===== config.mk =====
export PLATFORM = sky130hd
export DESIGN_NAME = trigger_sequencer_flat
export DESIGN_NICKNAME = d
export VERILOG_FILES = /design/src/rtl/trigger_sequencer_if.sv /design/src/rtl/trigger_sequencer.sv /design/src/flat_wrapper.sv
export SDC_FILE = /design/constraint.sdc
export NUM_CORES = 1
export LEC_CHECK = 0
export ABC_AREA = 1
export BUFFER_PORTS_ARGS = -buffer_cell sky130_fd_sc_hd__buf_4
export CAP_MARGIN = 40
export CORE_ASPECT_RATIO = 1.75
export CORE_UTILIZATION = 64
export DETAILED_ROUTE_END_ITERATION = 8
export MAX_ROUTING_LAYER = met4
export PLACE_DENSITY = 0.91
export SLEW_MARGIN = 20
export SYNTH_ARGS = -nofsm -noshare
export SYNTH_HDL_FRONTEND = slang
export SYNTH_SLANG_ARGS = --single-unit

===== constraint.sdc =====
create_clock -name clk -period 41.9 [get_ports clk]
set_input_delay 8.38 -clock clk [delete_from_list [all_inputs] [get_ports clk]]
set_output_delay 8.38 -clock clk [all_outputs]
set_load 0.02 [all_outputs]

===== src/rtl/trigger_sequencer_if.sv =====
// trigger_sequencer_if
// Groups the run-control, configuration and status signals of the trigger
// sequencer into one bundle.
//   master : drives enable/start/clear_fault/interlock_ok and the configuration,
//            and observes trigger_out, counter, trigger_number_fixed,
//            busy, done and fault
//   slave  : the sequencer side (inverse directions)
interface trigger_sequencer_if #(
    parameter int CH    = 4,
    parameter int CNT_W = 32,
    parameter int NUM_W = 32
);
    logic                  enable;
    logic                  start;
    logic                  clear_fault;
    logic                  interlock_ok;
    logic [CNT_W-1:0]      period;
    logic [NUM_W-1:0]      num_triggers;
    logic [CH*CNT_W-1:0]   delay;
    logic [CH*CNT_W-1:0]   width;
    logic [CH-1:0]         trigger_out;
    logic [CNT_W-1:0]      counter;
    logic [NUM_W-1:0]      trigger_number_fixed;
    logic                  busy;
    logic                  done;
    logic                  fault;

    modport master (
        output enable, start, clear_fault, interlock_ok,
        output period, num_triggers, delay, width,
        input  trigger_out, counter, trigger_number_fixed, busy, done, fault
    );

    modport slave (
        input  enable, start, clear_fault, interlock_ok,
        input  period, num_triggers, delay, width,
        output trigger_out, counter, trigger_number_fixed, busy, done, fault
    );
endinterface


===== src/rtl/trigger_sequencer.sv =====
// trigger_sequencer
// Multi-channel trigger scheduler. A period counter runs while in RUN and each
// channel is driven high inside its own delay/width window of every period,
// for a burst of num_triggers periods (0 = continuous). Configuration is
// captured into shadow registers at start. Losing the interlock blanks every
// trigger combinationally and latches a fault until explicitly cleared.
// Ports:
//   clk, rst : system clock, asynchronous active-high reset
//   bus      : trigger_sequencer_if slave modport (control, config, status)
module trigger_sequencer #(
    parameter int CH    = 4,
    parameter int CNT_W = 32,
    parameter int NUM_W = 32
) (
    input  logic                clk,
    input  logic                rst,
    trigger_sequencer_if.slave  bus
);

    typedef enum logic [1:0] {
        ST_IDLE  = 2'd0,
        ST_RUN   = 2'd1,
        ST_DONE  = 2'd2,
        ST_FAULT = 2'd3
    } state_t;

    state_t                state_r;
    state_t                next_state_s;

    logic [CNT_W-1:0]      period_r;
    logic [NUM_W-1:0]      num_r;
    logic [CH*CNT_W-1:0]   delay_r;
    logic [CH*CNT_W-1:0]   width_r;

    logic [CNT_W-1:0]      counter_r;
    logic [NUM_W-1:0]      count_r;
    logic [CH-1:0]         trig_q_r;
    logic                  busy_r;
    logic                  done_r;
    logic                  fault_r;

    logic                  start_ok_s;
    logic                  wrap_s;
    logic                  burst_end_s;
    logic [CNT_W:0]        cnt_ext_s;
    logic [CNT_W:0]        win_lo_s [CH];
    logic [CNT_W:0]        win_hi_s [CH];
    logic [CH-1:0]         window_s;

    assign start_ok_s  = bus.start && bus.enable && bus.interlock_ok &&
                         (bus.period != {CNT_W{1'b0}});
    assign wrap_s      = (counter_r == (period_r - CNT_W'(1)));
    // The wrap that brings the completed-period count up to num_r ends a burst
    assign burst_end_s = (num_r != {NUM_W{1'b0}}) && wrap_s &&
                         ((count_r + NUM_W'(1)) == num_r);
    assign cnt_ext_s   = {1'b0, counter_r};

    // Per-channel window, end computed one bit wider so delay+width cannot wrap
    always_comb begin
        window_s = {CH{1'b0}};
        win_lo_s = '{default: {(CNT_W+1){1'b0}}};
        win_hi_s = '{default: {(CNT_W+1){1'b0}}};
        for (int k = 0; k < CH; k++) begin
            win_lo_s[k] = {1'b0, delay_r[k*CNT_W +: CNT_W]};
            win_hi_s[k] = win_lo_s[k] + {1'b0, width_r[k*CNT_W +: CNT_W]};
            window_s[k] = (cnt_ext_s >= win_lo_s[k]) && (cnt_ext_s < win_hi_s[k]);
        end
    end

    // State register
    always_ff @(posedge clk or posedge rst) begin
        if (rst) begin
            state_r <= ST_IDLE;
        end else begin
            state_r <= next_state_s;
        end
    end

    // Next-state logic; priority inside RUN is interlock > enable > burst end
    always_comb begin
        next_state_s = state_r;
        case (state_r)
            ST_IDLE: begin
                if (start_ok_s) begin
                    next_state_s = ST_RUN;
                end else begin
                    next_state_s = ST_IDLE;
                end
            end
            ST_RUN: begin
                if (!bus.interlock_ok) begin
                    next_state_s = ST_FAULT;
                end else if (!bus.enable) begin
                    next_state_s = ST_IDLE;
                end else if (burst_end_s) begin
                    next_state_s = ST_DONE;
                end else begin
                    next_state_s = ST_RUN;
                end
            end
            ST_DONE: begin
                if (!bus.interlock_ok) begin
                    next_state_s = ST_FAULT;
                end else begin
                    next_state_s = ST_IDLE;
                end
            end
            ST_FAULT: begin
                if (bus.clear_fault && bus.interlock_ok) begin
                    next_state_s = ST_IDLE;
                end else begin
                    next_state_s = ST_FAULT;
                end
            end
            default: begin
                next_state_s = ST_FAULT;
            end
        endcase
    end

    // Shadow configuration, period counter, burst count and trigger pipeline
    always_ff @(posedge clk or posedge rst) begin
        if (rst) begin
            period_r  <= {CNT_W{1'b0}};
            num_r     <= {NUM_W{1'b0}};
            delay_r   <= {(CH*CNT_W){1'b0}};
            width_r   <= {(CH*CNT_W){1'b0}};
            counter_r <= {CNT_W{1'b0}};
            count_r   <= {NUM_W{1'b0}};
            trig_q_r  <= {CH{1'b0}};
        end else begin
            case (state_r)
                ST_IDLE: begin
                    trig_q_r <= {CH{1'b0}};
                    if (next_state_s == ST_RUN) begin
                        period_r  <= bus.period;
                        num_r     <= bus.num_triggers;
                        delay_r   <= bus.delay;
                        width_r   <= bus.width;
                        counter_r <= {CNT_W{1'b0}};
                        count_r   <= {NUM_W{1'b0}};
                    end
                end
                ST_RUN: begin
                    if ((next_state_s == ST_FAULT) || (next_state_s == ST_IDLE)) begin
                        // Abort: count holds, pipeline and position are dropped
                        trig_q_r  <= {CH{1'b0}};
                        counter_r <= {CNT_W{1'b0}};
                    end else begin
                        trig_q_r <= (next_state_s == ST_RUN) ? window_s : {CH{1'b0}};
                        if (wrap_s) begin
                            counter_r <= {CNT_W{1'b0}};
                            count_r   <= count_r + NUM_W'(1);
                        end else begin
                            counter_r <= counter_r + CNT_W'(1);
                        end
                    end
                end
                default: begin
                    trig_q_r <= {CH{1'b0}};
                end
            endcase
        end
    end

    // Status flags registered from the next state
    always_ff @(posedge clk or posedge rst) begin
        if (rst) begin
            busy_r  <= 1'b0;
            done_r  <= 1'b0;
            fault_r <= 1'b0;
        end else begin
            busy_r  <= (next_state_s == ST_RUN);
            done_r  <= (next_state_s == ST_DONE);
            fault_r <= (next_state_s == ST_FAULT);
        end
    end

    // Interlock gating stays combinational so a drop blanks triggers at once
    assign bus.trigger_out          = trig_q_r & {CH{bus.interlock_ok}} &
                                      {CH{state_r == ST_RUN}};
    assign bus.counter              = counter_r;
    assign bus.trigger_number_fixed = count_r;
    assign bus.busy                 = busy_r;
    assign bus.done                 = done_r;
    assign bus.fault                = fault_r;

endmodule


===== src/flat_wrapper.sv =====
// flat-port wrapper written by rule: the top's interface ports become plain ports
module trigger_sequencer_flat 
#(
    parameter int CH    = 4,
    parameter int CNT_W = 32,
    parameter int NUM_W = 32
)
  (clk, rst, bus_enable, bus_start, bus_clear_fault, bus_interlock_ok, bus_period, bus_num_triggers, bus_delay, bus_width, bus_trigger_out, bus_counter, bus_trigger_number_fixed, bus_busy, bus_done, bus_fault);
  trigger_sequencer_if #(.CH(CH), .CNT_W(CNT_W), .NUM_W(NUM_W)) bus_i ();
  input  logic clk;
  input  logic rst;
  input wire logic [$bits(bus_i.enable)-1:0] bus_enable;
  input wire logic [$bits(bus_i.start)-1:0] bus_start;
  input wire logic [$bits(bus_i.clear_fault)-1:0] bus_clear_fault;
  input wire logic [$bits(bus_i.interlock_ok)-1:0] bus_interlock_ok;
  input wire logic [$bits(bus_i.period)-1:0] bus_period;
  input wire logic [$bits(bus_i.num_triggers)-1:0] bus_num_triggers;
  input wire logic [$bits(bus_i.delay)-1:0] bus_delay;
  input wire logic [$bits(bus_i.width)-1:0] bus_width;
  output wire logic [$bits(bus_i.trigger_out)-1:0] bus_trigger_out;
  output wire logic [$bits(bus_i.counter)-1:0] bus_counter;
  output wire logic [$bits(bus_i.trigger_number_fixed)-1:0] bus_trigger_number_fixed;
  output wire logic [$bits(bus_i.busy)-1:0] bus_busy;
  output wire logic [$bits(bus_i.done)-1:0] bus_done;
  output wire logic [$bits(bus_i.fault)-1:0] bus_fault;
  assign bus_i.enable = bus_enable;
  assign bus_i.start = bus_start;
  assign bus_i.clear_fault = bus_clear_fault;
  assign bus_i.interlock_ok = bus_interlock_ok;
  assign bus_i.period = bus_period;
  assign bus_i.num_triggers = bus_num_triggers;
  assign bus_i.delay = bus_delay;
  assign bus_i.width = bus_width;
  assign bus_trigger_out = bus_i.trigger_out;
  assign bus_counter = bus_i.counter;
  assign bus_trigger_number_fixed = bus_i.trigger_number_fixed;
  assign bus_busy = bus_i.busy;
  assign bus_done = bus_i.done;
  assign bus_fault = bus_i.fault;
  trigger_sequencer #(.CH(CH), .CNT_W(CNT_W), .NUM_W(NUM_W)) u_core (.clk(clk), .rst(rst), .bus(bus_i));
endmodule

==> impl_metrics.json <==
{
  "status": "completed",
  "setup_violations": 0,
  "rsz0062_at_grt": "false",
  "ctsHoldBuffers": 0,
  "ant_nets": 0,
  "rows": 105,
  "antenna_found_initial": 4,
  "synth_top_area_frac": 0.321,
  "synth_top_family_by_area": "simple AND/OR/NAND/NOR gates",
  "grt_pass1_vias": 31809,
  "die-area_mm2": 0.0487,
  "synthArstFlopShare": 1.00,
  "cp_common_cell": "buf_4",
  "synth_simple_gate_area_share": 0.269,
  "regArea_mm2": 0.00983,
  "slew_viol_final": 0,
  "drt_wl_total_um": 107000,
  "drv_cap": 0,
  "grt.total_usage": 0.452,
  "synth_commonest_cells": "nand2_1 (1313), inv_1 (413), dfrtp_1 (393)",
  "cts_buffers": 39,
  "ff2ff_setup_slack_ns": 36.38,
  "firstDrtPassIters": 6,
  "synthTopCellsByArea": "dfrtp_1 (32%), nand2_1 (16%), ha_1 (16%)",
  "ys_warn_count": 0,
  "h-tree-depth": 2,
  "required_ns": 33.52,
  "fp.dieH_um": 291,
  "clock_path_buffers": 3,
  "ir_drop_uv": 56.1,
  "cts_resized": 0,
  "cpPeakStageDelay_ns": 0.24,
  "drive_gt1_frac": 0.128,
  "cts.root.buffer_cell": "clkbuf_16",
  "grt_start_max_net_pins": 256,
  "endpoint_kind": "output port",
  "synth-edff-count": 0,
  "worstPathMaxFanout": 8,
  "period_minus_slack_ns": 17.47,
  "avgSynthCellArea_um2": 7.33,
  "dp_hpwl_um": 80700,
  "stdcell_count": 5184,
  "multiInputGateArea_mm2": 0.0188,
  "portBuffers": 396,
  "fin_crit_sh": 0.417,
  "drt_drc_violations_left": 0,
  "layout.nets": 5283,
  "fillCellCount": 3657,
  "io_pins": 397,
  "p_leak_nw": 18.3,
  "p_per_area_mw_per_mm2": 74.5,
  "start_util": 0.650,
  "yosys.area_share.adder": 0.160,
  "synth_cell_types": 55,
  "die-width_um": 167,
  "synth-compound-area-share": 0.139,
  "syn_area_mm2": 0.0306,
  "postCtsSetupBuffers": 0,
  "cp.arrival_ns": 9.09,
  "syn-num-nets": 4889,
  "cts.sinks": 393,
  "synthXorXnorAreaFrac": 0.0464,
  "worst_slew_margin_rel": 0.335,
  "drt-wirelength-per-cell_um": 20.6,
  "grt_pass1_wl_um": 165000,
  "clkTransAtPathRegs_ns": 0.06,
  "path_buf_inv": 2,
  "ys_seq_area_frac": 0.321,
  "finalSetupTns_ns": 0,
  "worstSetupStartpointType": "input pin",
  "gp_congestion": 1.04,
  "num_vias": 31488,
  "cp_cell_sequence": "buf_4 > nand2_1 > nor2_1 > buf_4",
  "yosys.area.top_type": "dfrtp_1",
  "yosysMostFrequentCell": "nand2_1",
  "core_area_mm2": 0.0470,
  "globalRouteOverflowTotal": 0,
  "tritoncts": "built",
  "synth_flop_cell": "dfrtp_1",
  "hold_violations": 0,
  "insertion_delay_ns": 0.57,
  "drt_iter0_markers": 2464,
  "area_delta_synth_final_pct": 16.6,
  "crit_family": "buffers and inverters",
  "ys_ff_latch": 393,
  "fmax_mhz": 57.2,
  "worst_pin_slew_ns": 0.997,
  "crit_type": "input pin to output port",
  "syn-instance-count": 4174,
  "fin_skew_ns": 0.0242,
  "synthMuxAreaShare": 0,
  "hold_path.class": "flop to flop",
  "crit_slowest_cell": "nor2_1",
  "placedCellCount": 5115,
  "vias_per_cell": 6.07
}
[flip-flops by register name, summed over array words and instances, names as in the netlist]
name,cells
u_core.bus.busy,1
u_core.bus.counter,32
u_core.bus.done,1
u_core.bus.fault,1
u_core.bus.trigger_number_fixed,32
u_core.delay_r,128
u_core.num_r,32
u_core.period_r,32
u_core.state_r,2
u_core.trig_q_r,4
u_core.width_r,128
[cells in the final DEF (no fill, tap or decap), drive strengths merged, types with 18 or more instances in the layout]
master and instances:
nand2 1326, nor4 23, o21a 18, dfrtp 393, inv 421, clkbuf 46
o31ai 28, xor2 83, nand4 74, a211oi 23, nand3b 18, ha 385
o21ai 314, nor2 310, buf 440, nand3 153, a21oi 266, nor3 50
xnor2 79
[where the power goes]
part           leakage, nW  switching, W  internal, W
Sequential            4.95      0.000124     0.000532
Clock                0.631      0.000161     0.000207
Combinational         12.7       0.00103     0.000604
Total                 18.3       0.00131      0.00134
[worst register-to-register path: stages (launching register included)]
cell and delay [ns]:
dfrtp_1 0.47, nand2_1 0.15, nor2_1 0.64, nand2_1 0.21, nor2_4 0.36, nand2_1 0.10, nand2_1 0.10, nand2_1 0.08
nand2_1 0.06, nand2_1 0.04, nor2_1 0.10, nand2_1 0.12, nor2_1 0.25, nand3_1 0.17, nor2_1 0.13, nand2_1 0.05
nand2_1 0.06, nand2_1 0.09, nand2_2 0.11, inv_2 0.04, ha_1 0.32, a21oi_1 0.10, nand3_2 0.08, buf_4 0.55
clkinv_1 0.66, nand4_1 0.23, o21ai_0 0.12
[layer usage]
layer	track usage	vias to the layer above	wire [um]
li1	-	14643	-
met1	0.434	14582	35300
met2	0.766	1584	51500
met3	0.0897	679	8340
met4	0.407	0	11500
met5	-	-	0
[cells by family after synthesis]
logic type | Yosys count
buffers and inverters | 510
flip-flops | 393
XOR/XNOR | 162
AO/OA/AOI/OAI | 747
AND/OR/NAND/NOR | 1973
adder cells (fa/ha/maj) | 389
[worst paths after layout]
check	start	depth (start not counted)	endpoint
max	bus_interlock_ok	4	bus_trigger_out[2]
min	u_core.width_r[50]$_DFFE_PP0P_	2	u_core.width_r[50]$_DFFE_PP0P_
max reg2reg	u_core.bus.trigger_number_fixed[10]$_DFFE_PP0P_	26	u_core.bus.trigger_number_fixed[13]$_DFFE_PP0P_
min reg2reg	u_core.width_r[50]$_DFFE_PP0P_	2	u_core.width_r[50]$_DFFE_PP0P_
max in group asynchronous	rst	4	u_core.delay_r[61]$_DFFE_PP0P_
min in group asynchronous	rst	2	u_core.bus.trigger_number_fixed[2]$_DFFE_PP0P_
[area by class of cell]
cell class | instances | area share
Clock inverter | 19 | 0.00705
Sequential cell | 393 | 0.276
Tap cell | 588 | 0.0206
Timing Repair Buffer | 440 | 0.0952
Multi-Input combinational cell | 3271 | 0.527
Inverter | 423 | 0.0449
Clock buffer | 46 | 0.0289
Antenna cell | 4 | 0.000281
[metrics by stage]
| stage | worst slack [ns] | util | hold slack (ns) | cell area [um^2] | total power (W) |
|---|---|---|---|---|---|
| finish | 24.43 | 0.759 | 0.484 | 35700 | 0.00266 |
| global placement | 24.49 | 0.728 | 0.470 | 34300 | 0.00218 |
| floorplan | 22.59 | - | 0.455 | 30600 | 0.00182 |
| detailed placement | 24.50 | 0.731 | 0.472 | 34400 | 0.00224 |
| CTS | 24.50 | 0.758 | 0.488 | 35700 | 0.00263 |
| global route | 24.45 | 0.759 | 0.512 | 35700 | 0.00287 |
(Power assumes the default switching activity.)
